### src/rtl/sm3_feed_pkg.sv
// Shared types and constants for the SM3 message feeder.
package sm3_feed_pkg;

  typedef enum logic [1:0] {
    S_ACC  = 2'd0,
    S_HASH = 2'd1,
    S_OUT  = 2'd2
  } feed_state_e;

  localparam int RES_WORDS = 8;

  // Valid-byte count -> contiguous MSB-first byte-enable mask.
  function automatic logic [3:0] byte_mask(input logic [2:0] n);
    case (n)
      3'd1:    byte_mask = 4'b1000;
      3'd2:    byte_mask = 4'b1100;
      3'd3:    byte_mask = 4'b1110;
      3'd4:    byte_mask = 4'b1111;
      default: byte_mask = 4'b0000;
    endcase
  endfunction

endpackage

### src/rtl/sm3_byte_packer.sv
// Packs bytes big-endian into 32-bit words; one-deep output register
// drives the core's message-input handshake.
module sm3_byte_packer
  import sm3_feed_pkg::*;
(
  input  logic        clk,
  input  logic        rst_n,
  input  logic        en,
  input  logic [7:0]  byte_d,
  input  logic        byte_vld,
  input  logic        byte_lst,
  output logic        byte_rdy,
  output logic        byte_acc,
  output logic [31:0] msg_inpt_d,
  output logic [3:0]  msg_inpt_vld_byte,
  output logic        msg_inpt_vld,
  output logic        msg_inpt_lst,
  input  logic        msg_inpt_rdy,
  output logic        lst_hs
);

  logic [31:0] pack_data_q, pack_data_d;
  logic [2:0]  pack_cnt_q, pack_cnt_d;
  logic        pack_lst_q, pack_lst_d;
  logic        pack_done_q, pack_done_d;
  logic        last_seen_q, last_seen_d;
  logic [31:0] out_data_q, out_data_d;
  logic [3:0]  out_be_q, out_be_d;
  logic        out_vld_q, out_vld_d;
  logic        out_lst_q, out_lst_d;

  logic        hs, out_free, moved;
  logic [31:0] cur_data;
  logic [2:0]  cur_cnt;
  logic        cur_lst, cur_done;

  assign hs       = out_vld_q && msg_inpt_rdy;
  assign out_free = !out_vld_q || hs;
  assign byte_rdy = en && !last_seen_q && !(pack_done_q && !out_free);
  assign byte_acc = byte_vld && byte_rdy;
  assign lst_hs   = hs && out_lst_q;

  always_comb begin
    out_data_d = out_data_q;
    out_be_d   = out_be_q;
    out_lst_d  = out_lst_q;
    out_vld_d  = out_vld_q && !hs;
    cur_data   = pack_data_q;
    cur_cnt    = pack_cnt_q;
    cur_lst    = pack_lst_q;
    cur_done   = pack_done_q;
    moved      = 1'b0;

    // A word parked in the pack register takes the free slot first.
    if (pack_done_q && out_free) begin
      out_data_d = pack_data_q;
      out_be_d   = byte_mask(pack_cnt_q);
      out_lst_d  = pack_lst_q;
      out_vld_d  = 1'b1;
      cur_data   = '0;
      cur_cnt    = '0;
      cur_lst    = 1'b0;
      cur_done   = 1'b0;
      moved      = 1'b1;
    end

    if (byte_acc) begin
      case (cur_cnt[1:0])
        2'd0:    cur_data[31:24] = byte_d;
        2'd1:    cur_data[23:16] = byte_d;
        2'd2:    cur_data[15:8]  = byte_d;
        default: cur_data[7:0]   = byte_d;
      endcase
      cur_cnt  = cur_cnt + 3'd1;
      cur_lst  = byte_lst;
      cur_done = byte_lst || (cur_cnt == 3'd4);
    end

    if (cur_done && out_free && !moved) begin
      out_data_d = cur_data;
      out_be_d   = byte_mask(cur_cnt);
      out_lst_d  = cur_lst;
      out_vld_d  = 1'b1;
      cur_data   = '0;
      cur_cnt    = '0;
      cur_lst    = 1'b0;
      cur_done   = 1'b0;
    end

    pack_data_d = cur_data;
    pack_cnt_d  = cur_cnt;
    pack_lst_d  = cur_lst;
    pack_done_d = cur_done;

    last_seen_d = last_seen_q;
    if (byte_acc && byte_lst) last_seen_d = 1'b1;
    else if (lst_hs)          last_seen_d = 1'b0;
  end

  always_ff @(posedge clk or negedge rst_n) begin
    if (!rst_n) begin
      pack_data_q <= '0;
      pack_cnt_q  <= '0;
      pack_lst_q  <= 1'b0;
      pack_done_q <= 1'b0;
      last_seen_q <= 1'b0;
      out_data_q  <= '0;
      out_be_q    <= '0;
      out_vld_q   <= 1'b0;
      out_lst_q   <= 1'b0;
    end else begin
      pack_data_q <= pack_data_d;
      pack_cnt_q  <= pack_cnt_d;
      pack_lst_q  <= pack_lst_d;
      pack_done_q <= pack_done_d;
      last_seen_q <= last_seen_d;
      out_data_q  <= out_data_d;
      out_be_q    <= out_be_d;
      out_vld_q   <= out_vld_d;
      out_lst_q   <= out_lst_d;
    end
  end

  assign msg_inpt_d        = out_data_q;
  assign msg_inpt_vld_byte = out_be_q;
  assign msg_inpt_vld      = out_vld_q;
  assign msg_inpt_lst      = out_lst_q;

endmodule

### src/rtl/sm3_msg_feeder.sv
// SM3 message feeder: byte stream -> core message words, core digest -> 8-word result stream.
//   state  | meaning
//   S_ACC  | accepting message bytes, emitting packed words
//   S_HASH | last word delivered, waiting for the core's digest pulse
//   S_OUT  | returning digest words, MSW first
module sm3_msg_feeder
  import sm3_feed_pkg::*;
#(
  parameter int CNT_W = 16
) (
  input  logic             clk,
  input  logic             rst_n,
  input  logic [7:0]       byte_d,
  input  logic             byte_vld,
  input  logic             byte_lst,
  output logic             byte_rdy,
  output logic [31:0]      msg_inpt_d,
  output logic [3:0]       msg_inpt_vld_byte,
  output logic             msg_inpt_vld,
  output logic             msg_inpt_lst,
  input  logic             msg_inpt_rdy,
  input  logic [255:0]     cmprss_otpt_res,
  input  logic             cmprss_otpt_vld,
  output logic [31:0]      res_d,
  output logic             res_vld,
  output logic             res_lst,
  input  logic             res_rdy,
  output logic             busy,
  output logic [CNT_W-1:0] msg_byte_cnt,
  output logic             len_ovf
);

  localparam logic [2:0] LAST_IDX = 3'(RES_WORDS - 1);

  feed_state_e      state_q, state_d;
  logic             run_q;
  logic             busy_q, busy_d;
  logic [CNT_W-1:0] cnt_q, cnt_d;
  logic             ovf_q, ovf_d;
  logic [255:0]     res_q, res_d_nxt;
  logic [2:0]       res_idx_q, res_idx_d;
  logic             res_vld_q, res_vld_d;
  logic             res_lst_q, res_lst_d;
  logic             en, byte_acc, lst_hs, res_hs;

  // Byte intake stays closed for the first cycle after reset release.
  assign en     = run_q && (state_q == S_ACC);
  assign res_hs = res_vld_q && res_rdy;

  sm3_byte_packer u_packer (
    .clk               (clk),
    .rst_n             (rst_n),
    .en                (en),
    .byte_d            (byte_d),
    .byte_vld          (byte_vld),
    .byte_lst          (byte_lst),
    .byte_rdy          (byte_rdy),
    .byte_acc          (byte_acc),
    .msg_inpt_d        (msg_inpt_d),
    .msg_inpt_vld_byte (msg_inpt_vld_byte),
    .msg_inpt_vld      (msg_inpt_vld),
    .msg_inpt_lst      (msg_inpt_lst),
    .msg_inpt_rdy      (msg_inpt_rdy),
    .lst_hs            (lst_hs)
  );

  always_comb begin
    state_d   = state_q;
    busy_d    = busy_q;
    cnt_d     = cnt_q;
    ovf_d     = ovf_q;
    res_d_nxt = res_q;
    res_idx_d = res_idx_q;
    res_vld_d = res_vld_q;

    if (byte_acc) begin
      busy_d = 1'b1;
      if (!busy_q) ovf_d = 1'b0;
      if (&cnt_q) ovf_d = 1'b1;
      else        cnt_d = cnt_q + CNT_W'(1);
    end

    case (state_q)
      S_ACC: if (lst_hs) state_d = S_HASH;
      S_HASH: begin
        if (cmprss_otpt_vld) begin
          res_d_nxt = cmprss_otpt_res;
          res_idx_d = '0;
          res_vld_d = 1'b1;
          state_d   = S_OUT;
        end
      end
      S_OUT: begin
        if (res_hs) begin
          res_d_nxt = {res_q[223:0], 32'h0};
          if (res_idx_q == LAST_IDX) begin
            res_vld_d = 1'b0;
            res_idx_d = '0;
            busy_d    = 1'b0;
            cnt_d     = '0;
            state_d   = S_ACC;
          end else begin
            res_idx_d = res_idx_q + 3'd1;
          end
        end
      end
      default: state_d = S_ACC;
    endcase

    res_lst_d = res_vld_d && (res_idx_d == LAST_IDX);
  end

  always_ff @(posedge clk or negedge rst_n) begin
    if (!rst_n) begin
      state_q   <= S_ACC;
      run_q     <= 1'b0;
      busy_q    <= 1'b0;
      cnt_q     <= '0;
      ovf_q     <= 1'b0;
      res_q     <= '0;
      res_idx_q <= '0;
      res_vld_q <= 1'b0;
      res_lst_q <= 1'b0;
    end else begin
      state_q   <= state_d;
      run_q     <= 1'b1;
      busy_q    <= busy_d;
      cnt_q     <= cnt_d;
      ovf_q     <= ovf_d;
      res_q     <= res_d_nxt;
      res_idx_q <= res_idx_d;
      res_vld_q <= res_vld_d;
      res_lst_q <= res_lst_d;
    end
  end

  assign res_d        = res_q[255:224];
  assign res_vld      = res_vld_q;
  assign res_lst      = res_lst_q;
  assign busy         = busy_q;
  assign msg_byte_cnt = cnt_q;
  assign len_ovf      = ovf_q;

endmodule

### config.mk
export PLATFORM = sky130hd
export DESIGN_NAME = sm3_msg_feeder
export DESIGN_NICKNAME = d
export VERILOG_FILES = /design/src/rtl/sm3_feed_pkg.sv /design/src/rtl/sm3_byte_packer.sv /design/src/rtl/sm3_msg_feeder.sv
export SDC_FILE = /design/constraint.sdc
export NUM_CORES = 1
export LEC_CHECK = 0
export CAP_MARGIN = 20
export CORE_UTILIZATION = 40
export DETAILED_ROUTE_END_ITERATION = 12
export DONT_BUFFER_PORTS = 1
export HOLD_SLACK_MARGIN = 0.12
export PLACE_DENSITY = 0.58
export SYNTH_ARGS = -nofsm -noshare
export SYNTH_HDL_FRONTEND = slang
export SYNTH_SLANG_ARGS = --single-unit
### constraint.sdc
create_clock -name clk -period 2.8 [get_ports clk]
set_input_delay 0.56 -clock clk [delete_from_list [all_inputs] [get_ports clk]]
set_output_delay 0.56 -clock clk [all_outputs]
set_load 0.1 [all_outputs]
==> results.txt, run 1 <==
STA classifies the critical path startpoint as a flop. Clock tree synthesis inserted a total of 41 buffers. For the final routed database, the setup TNS stands at 0 ns. At the end of the flow, the number of nets in the layout was 1856. Synthesis produced a netlist with a net count of 1873. Summed over its instances, the top area cell type makes up 53.8% of the synthesized netlist area.

Post-CTS timing repair inserted 0 buffers for setup. The die width came out at 206 um. For the total of max-cap violations, the log shows 0. The count of cells in the finished layout, fillers not included, comes to 2134. The port buffer count is 0, and the first-pass GRT wire length is 67000 um. The number of ports placed on the die boundary was 362. The type of the worst setup path is flop to output pin. The run gives 30200 um as the HPWL reported at the end of detailed placement. The initial utilization of the core area, before any placement, comes to 40.7%. The logs give 19400 um for the routed length on met2 and 40 for the number of hold buffers added after cts. The congestion estimate from routability-driven global placement came to 0.843. Clock period minus worst slack: 2.67 ns.

Fraction of registers with async set or reset after synthesis: 100%. A synthesized cell averages 10.5 sq um. The tools report the worst hold-check slack as -0.291 ns. The worst hold path belongs to the class primary input to asynchronous set/reset pin. Among all flip-flop cells after synthesis, the most frequent one is sky130_fd_sc_hd__dfrtp_1.

In the final layout, the share of cells above drive strength 1 is 9.14%. No sink is reached through more buffers than the 3 on the longest clock path. Row generation in the floorplan step produced 74 rows. In this run the worst path has a maximum fanout of 5. The run gives 358 as the clock sink total. In the final routed layout, each cell accounts on average for 20.6 um. In this run the top signal layer used is met4. The number of hold-slack violations in the final timing report is 358, and the ratio of routed vias to standard cells is 5.33. Across all layers, the routed design uses 11364 vias. The critical path data required time was 2.24 ns; the final worst-path cycle share was 95.5%.

After clock tree synthesis, the repair step resized 0 gates. For the pin with the worst max-slew slack, the measured transition is 1.05 ns. The floorplan step defined a die boundary enclosing 42400 sq um. Setup repair after global routing left no endpoint under its margin. The remaining global-route overflow came out at 0.

After detailed routing, the number of remaining DRC violations is 0. The clock tree synthesis step divided the H-tree into 2 levels. Buffer type at the clock tree root: sky130_fd_sc_hd__clkbuf_16. Yosys printed 0 warnings.

Entering global routing, the biggest net connects 359 pins. The first detailed-routing pass took 8 iterations. The violation count after the first detailed-routing iteration was 848; the sequential-to-total area share from yosys stat was 53.8%.

After detailed routing, the total wire length is 44000 um. For this run, the total global-route usage over all layers was measured as 20.7%. Measured against its own limit, the worst slew margin works out to 29.8%. The run finished, with violations left. From synthesis to final layout, the design area changed by 13.4%. The peak ir drop on the vdd network was 673 uV.

Including well taps, the total number of placed cells is 2022. The netlist uses 56 different library cells. sky130_fd_sc_hd__dfrtp_1 takes more of the synthesized area than any other cell. The number of routed nets with antenna violations is 0, and the arrival time reported for the critical path endpoint is 2.11 ns. Sorting the synthesized cells by area gives the leading types as sky130_fd_sc_hd__dfrtp_1 54%, sky130_fd_sc_hd__mux2i_1 14%, sky130_fd_sc_hd__nand2_1 6.8%, sky130_fd_sc_hd__o21ai_1 5.0%, sky130_fd_sc_hd__o21ai_0 2.6%. TritonCTS built the clock tree.

The length of routed wiring on met1 is 20200 um. The capturing element type of the critical path is an output pin. Clock-pin slew was measured on the worst setup and hold paths at 0.06 ns. The final reports fail on hold timing.

The run gives 40900 sq um as the floorplan core area. The number of slew-limit violations in the final report is 0, and the post-synthesis register bit count is 358. Initial antenna violation count: 4. Summed over all cells, the static leakage comes to 8.24 nW. Detailed routing placed a total of 3330 um of wire on met3. Setup violations remaining at the end of the flow were counted as 0. The later pin in the worst-skew pair is clocked with a latency of 0.55 ns. In this run the power density over the cells is 1360 nW/um^2.

The die outline height came out at 206 um. For the post-synthesis instance area, the log shows 16600 sq um. Timing would allow up to 374 MHz.

For the via count of the first global-routing pass, the log shows 11258. Synthesis produced a netlist whose cell count is 1590. The number of flops mapped to enable cells by yosys came out at 0.

The clock arrives with 0.00937 ns of skew.
==> report_power, final <==
part	switching, mW	internal [mW]
Sequential	4.26	7.47
Combinational	5.11	3.26
Clock	2.14	3.52
==> path summary, 6_finish.rpt <==
kind / from / end / slack [ns] / depth (start not counted)
worst max-delay path: u_packer.msg_inpt_vld / byte_rdy / 0.13 / 4
worst min-delay path: rst_n / u_packer.msg_inpt_d[7] / -0.29 / 0
worst max register to register: u_packer.msg_inpt_vld / u_packer.msg_inpt_d[10] / 0.22 / 12
worst min register to register: res_q[200] / res_q[200] / 0.48 / 2
max in group asynchronous: rst_n / res_q[72] / 2.22 / 0
min in group clk: byte_d[5] / u_packer.msg_inpt_d[5] / 0.16 / 2
==> registers in the layout (all words and copies together), names as in the netlist <==
signal	cells
u_packer.pack_cnt_q	3
u_packer.pack_data_q	32
busy	1
u_packer.pack_done_q	1
u_packer.msg_inpt_vld	1
u_packer.last_seen_q	1
u_packer.msg_inpt_d	32
u_packer.msg_inpt_vld_byte	4
run_q	1
res_idx_q	3
len_ovf	1
res_q	256
u_packer.msg_inpt_lst	1
res_lst	1
res_vld	1
msg_byte_cnt	16
state_q	2
u_packer.pack_lst_q	1
==> cells by family (layout without fill, tap and decap cells) <==
group | Yosys count | in the layout | share of synthesized area [%]
simple gates | 432 | 432 | 12.3
xor+xnor | 13 | 13 | 0.684
compound gates | 383 | 383 | 13.4
mux | 226 | 226 | 13.6
flops | 358 | 358 | 53.8
fa+ha+maj | 13 | 13 | 0.962
buf+inv | 164 | 172 | 5.23
other cells | 1 | 5 | 0.0225
==> critical path: stages (launching register included) <==
cell	delay [ns]
sky130_fd_sc_hd__dfrtp_4	0.49
sky130_fd_sc_hd__buf_4	0.25
sky130_fd_sc_hd__nand3b_1	0.29
sky130_fd_sc_hd__and4b_1	0.26
sky130_fd_sc_hd__buf_4	0.29
==> routing by layer <==
metal	global-route usage [%]	vias to the layer above
met3	5.42	59
met4	7.20	0
li1	-	5515
met5	0	-
met1	29.2	5416
met2	30.5	374
==> cells in the mapped netlist, types with 3 or more instances <==
master	n
sky130_fd_sc_hd__dfrtp_1	358
sky130_fd_sc_hd__nand2_1	303
sky130_fd_sc_hd__mux2i_1	226
sky130_fd_sc_hd__o21ai_1	167
sky130_fd_sc_hd__o21ai_0	87
sky130_fd_sc_hd__clkbuf_1	59
sky130_fd_sc_hd__buf_4	45
sky130_fd_sc_hd__a21oi_1	42
sky130_fd_sc_hd__a22o_1	40
sky130_fd_sc_hd__nand3_1	39
sky130_fd_sc_hd__buf_2	29
sky130_fd_sc_hd__nor2_1	27
sky130_fd_sc_hd__o22ai_1	20
sky130_fd_sc_hd__inv_1	14
sky130_fd_sc_hd__ha_1	12
sky130_fd_sc_hd__xnor2_1	11
sky130_fd_sc_hd__a222oi_1	9
sky130_fd_sc_hd__and3_1	8
sky130_fd_sc_hd__buf_1	6
sky130_fd_sc_hd__buf_6	6
sky130_fd_sc_hd__a21o_1	5
sky130_fd_sc_hd__nand3_2	5
sky130_fd_sc_hd__nor3_1	5
sky130_fd_sc_hd__and2_1	4
sky130_fd_sc_hd__clkbuf_2	4
sky130_fd_sc_hd__nand4_1	4
sky130_fd_sc_hd__nor2_8	4
sky130_fd_sc_hd__nor2b_1	4
sky130_fd_sc_hd__a211oi_1	3
sky130_fd_sc_hd__nand2b_1	3
sky130_fd_sc_hd__nor3b_1	3
sky130_fd_sc_hd__nor4_2	3
sky130_fd_sc_hd__o31ai_4	3
sky130_fd_sc_hd__or3_1	3
==> placed cells by master, fill, tap and decap left out, drive strengths merged, types with 4 or more instances in the layout <==
cell         count
dfrtp          358
nand2          304
o21ai          254
mux2i          226
clkbuf          54
buf             49
nand3           44
a21oi           42
a22o            40
dlygate4sd3     40
nor2            32
o22ai           20
inv             17
ha              12
xnor2           11
a222oi           9
and3             8
bufinv           7
nor3             7
a21o             5
nor4             5
clkinv           5
diode            4
nor2b            4
and2             4
nand4            4
o31ai            4
==> through the flow <==
stage                     setup slack (ns)  utilization [%]  hold slack, ns  instance area, sq um  total power [mW]
after floorplan                     0.0249                -           0.264                 16700              18.6
after global placement               0.217             41.7           0.271                 17000              20.0
after detailed placement             0.108             41.7           0.270                 17000              20.3
after CTS                           0.0777             46.1          -0.331                 18900              26.1
after global routing               0.00862             46.1          -0.317                 18900              27.6
final                                0.127             46.1          -0.291                 18900              25.8
==> layout make-up <==
type                            instances  area, sq um
Fill cell                            3848        22000
Sequential cell                       358         8960
Clock inverter                         14          275
Clock buffer                           54         1140
Inverter                               15         56.3
Timing Repair Buffer                   89          893
Antenna cell                            4         10.0
Multi-Input combinational cell       1068         6870
Tap cell                              532          666
No activity file was read; power rests on OpenSTA's default activity.
==> inputs of run 2 (changes only) <==
--- a/config.mk
+++ b/config.mk
@@ -6,11 +6,11 @@
 export NUM_CORES = 1
 export LEC_CHECK = 0
 export CAP_MARGIN = 20
-export CORE_UTILIZATION = 40
+export CORE_UTILIZATION = 58
 export DETAILED_ROUTE_END_ITERATION = 12
 export DONT_BUFFER_PORTS = 1
 export HOLD_SLACK_MARGIN = 0.12
-export PLACE_DENSITY = 0.58
+export PLACE_DENSITY = 0.78
 export SYNTH_ARGS = -nofsm -noshare
 export SYNTH_HDL_FRONTEND = slang
 export SYNTH_SLANG_ARGS = --single-unit
==> run 2 against run 1 <==
Compared with the run above:
- the run still ends with hold timing left
- largest cell class unchanged
- worst setup slack worse by 0.069 ns
- total power is 3.7% lower
- fmax is 2.5% lower
- register-to-register slack worse by 0.16 ns
- critical path type is now flop to flop
- largest power group unchanged
- combinational power is 3.0% lower
- wire length is 7.8% lower
==> results.txt, run 2 (synthesized netlist as in run 1, its figures left out) <==
For the fmax, the log shows 365 MHz (was 374 MHz). The worst reg-to-reg path cell count is 12 (unchanged). For the number of rows in the core area, the log shows 61 (was 74). Signed area change from the synthesized netlist to the final layout: 8.33% (was 13.4%).

The port buffer count is 0 (unchanged), and the length of routed wiring on met1 is 16300 um (was 20200 um). The via count of the first global-routing pass is 11248 (was 11258), and the clock buffer count from CTS is 38 (was 41). The beginning of the worst register-to-register path was u_packer.msg_inpt_vld (unchanged). The flip-flop count of the largest register, all copies and words added came out at 256 (unchanged). For the largest clock skew in the final design, the log shows 0.0157 ns (was 0.00937 ns). The final setup violation count is 0 (unchanged). The tools report the post-route DRC violation count as 0 (unchanged).

The classification of the worst-slack hold path was primary input to asynchronous set/reset pin (unchanged). The remaining global-route overflow is 0 (unchanged). Violations in the final reports: hold timing (unchanged). The critical path data required time was 3.19 ns (was 2.24 ns); the final worst-path cycle share was 97.9% (was 95.5%). The startpoint kind of the worst setup timing path was a flop (unchanged). The clock sink total is 358 (unchanged), and the die outline area is 29400 sq um (was 42400 sq um). The peak ir drop on the vdd network was 937 uV (was 673 uV). TritonCTS built the clock tree.

The run gives 3500 um (was 3330 um) as the wire length on met3. The final worst slack is 0.0579 ns (was 0.127 ns), and the post-detailed-routing wire length is 40500 um (was 44000 um). The insertion delay of the later-clocked pin in the worst-skew pair was 0.52 ns (was 0.55 ns); the clock-pin transition on the worst setup and hold timing paths was 0.06 ns (about the same).

Most frequent cells in the layout: 357 x sky130_fd_sc_hd__dfrtp_1, 302 x sky130_fd_sc_hd__nand2_1, 226 x sky130_fd_sc_hd__mux2i_1 (unchanged). The accumulated negative setup slack is 0 ns (unchanged). The global-route total usage across every layer is 27.4% (was 20.7%), and the ratio of routed vias to standard cells is 5.89 (was 5.33).

Worst max-slew margin expressed relative to the limit: 34.1% (was 29.8%). The worst hold-check slack is -0.255 ns (was -0.291 ns), and the initial antenna violation count is 5 (was 4). The largest register by flop count was res_q (unchanged). The die width works out to 171 um (was 206 um). Number of slew-limit violations in the final report: 0 (unchanged). The die outline height came out at 171 um (was 206 um). The biggest fanout along the worst timing path is 8 (was 5), and the number of hold-slack violations in the final timing report is 358 (unchanged).

The routed length on met2 came out at 18900 um (was 19400 um). The destination of the worst register-to-register timing path was u_packer.msg_inpt_d[5] (was u_packer.msg_inpt_d[10]). The type of the worst setup path is flop to flop (was flop to output pin). The top routing layer in use is met4 (unchanged).

The clock period minus worst slack is 2.74 ns (was 2.67 ns). Most common cell after layout, fill and taps aside: sky130_fd_sc_hd__dfrtp_1 (unchanged). For the violation count after the first detailed-routing iteration, the log shows 1162 (was 848).

The HPWL reported at the end of detailed placement was 28400 um (was 30200 um); the static power due to leakage was 7.94 nW (was 8.24 nW). The tools report the buffer type at the clock tree root as sky130_fd_sc_hd__clkbuf_16 (unchanged). The number of ports placed on the die boundary came out at 362 (unchanged). The power density over cell area is 1380 nW/um^2 (was 1360 nW/um^2), and the minimum setup slack among reg-to-reg paths is 0.06 ns (was 0.22 ns). The share of layout cells above drive strength 1 works out to 9.13% (was 9.14%). The run gives 61600 um (was 67000 um) as the first-pass GRT wire length.

The logs give 0 (unchanged) for the number of routed nets with antenna violations and 0 (unchanged) for the total of max-cap violations. The tools report the layout net count as 1815 (was 1856). Routed length per placed instance: 20.9 um (was 20.6 um). The overall via count from detail_route is 11426 (was 11364), and the floorplan core area is 28000 sq um (was 40900 sq um).

The worst setup slack after placement is -0.178 ns (was 0.108 ns). The run finished, with violations left. The level count of the clock H-tree was 2 (unchanged). The length of the first detailed-routing pass in iterations is 6 (was 8), and the arrival time reported for the critical path endpoint is 3.13 ns (was 2.11 ns). The capturing element type of the critical path was a flop (was an output pin). The tools report the effective utilization at floorplan as 59.4% (was 40.7%).

The maximum buffer depth of the clock tree is 3 (unchanged), and the worst-margin pin slew is 0.988 ns (was 1.05 ns). The tools report the largest net degree at the start of global routing as 359 (unchanged). The weighted congestion at the end of routability-driven global placement came out at 0.883 (was 0.843).
## run 2: what timing repair did
item | CTS | global route
cloned | 1 | 0
resized for setup | 0 | 1
endpoints found under the setup margin | 5 | 12
pin swaps | 1 | 2
endpoints found under the hold margin | 358 | 358
setup buffers | 0 | 3
## run 2: stage by stage
| step | hold WS [ns] | cell area, sq um | total power [mW] | utilization [%] | std cells |
|---|---|---|---|---|---|
| floorplan | 0.264 | 16700 | 18.6 | - | 1590 |
| global placement | 0.275 | 16800 | 19.7 | 60.0 | 1866 |
| detailed placement | 0.270 | 16800 | 20.1 | 60.0 | 1866 |
| CTS | -0.274 | 18000 | 24.9 | 64.2 | 1931 |
| global route | -0.275 | 18000 | 26.3 | 64.4 | 1939 |
| finish | -0.255 | 18000 | 24.8 | 64.4 | 1939 |
## run 2: worst max path at each step
stage / from / end / cells past startpoint / slack, ns
after detailed placement: msg_inpt_rdy / u_packer.msg_inpt_d[17] / 12 / -0.18
after CTS: u_packer.msg_inpt_vld / u_packer.msg_inpt_d[5] / 12 / 0.01
after global routing: u_packer.msg_inpt_vld / u_packer.msg_inpt_d[5] / 12 / -0.04
after global placement: msg_inpt_rdy / u_packer.msg_inpt_d[21] / 12 / 0.06
final: u_packer.msg_inpt_vld / u_packer.msg_inpt_d[5] / 12 / 0.06
after floorplan: u_packer.msg_inpt_vld / u_packer.msg_inpt_d[11] / 14 / 0.02
## run 2: power by group
group	internal [mW]	switching (mW)	total, mW
registers	7.46	4.44	11.9
clock network	2.77	2.00	4.78
logic	3.20	4.91	8.12
## run 2: critical path, cell delays in order, from the launching register on
cell                       delay, ns
sky130_fd_sc_hd__dfrtp_4        0.49
sky130_fd_sc_hd__nand2b_4       0.14
sky130_fd_sc_hd__nand2_1        0.15
sky130_fd_sc_hd__nand2_2        0.15
sky130_fd_sc_hd__inv_1          0.10
sky130_fd_sc_hd__ha_1           0.23
sky130_fd_sc_hd__ha_1           0.23
sky130_fd_sc_hd__nor2_4         0.18
sky130_fd_sc_hd__or3_4          0.18
sky130_fd_sc_hd__buf_12         0.18
sky130_fd_sc_hd__nor2_8         0.07
sky130_fd_sc_hd__a222oi_1       0.40
sky130_fd_sc_hd__inv_1          0.10
## run 2: layout make-up
| class | instances | area [sq um] |
|---|---|---|
| clock inverters | 10 | 88.8 |
| clock buffers | 54 | 1080 |
| repair buffers | 50 | 475 |
| flip-flops and latches | 358 | 8960 |
| fillers | 2223 | 9980 |
| multi-input cells | 1069 | 6880 |
| well taps | 378 | 473 |
| inverters | 15 | 56.3 |
| diodes | 5 | 12.5 |
## run 2: per-layer routing
layer / up-vias / global-route usage [%]
met5: - / 0
met4: 0 / 12.8
met3: 97 / 7.43
met2: 481 / 43.0
met1: 5434 / 35.4
li1: 5414 / -
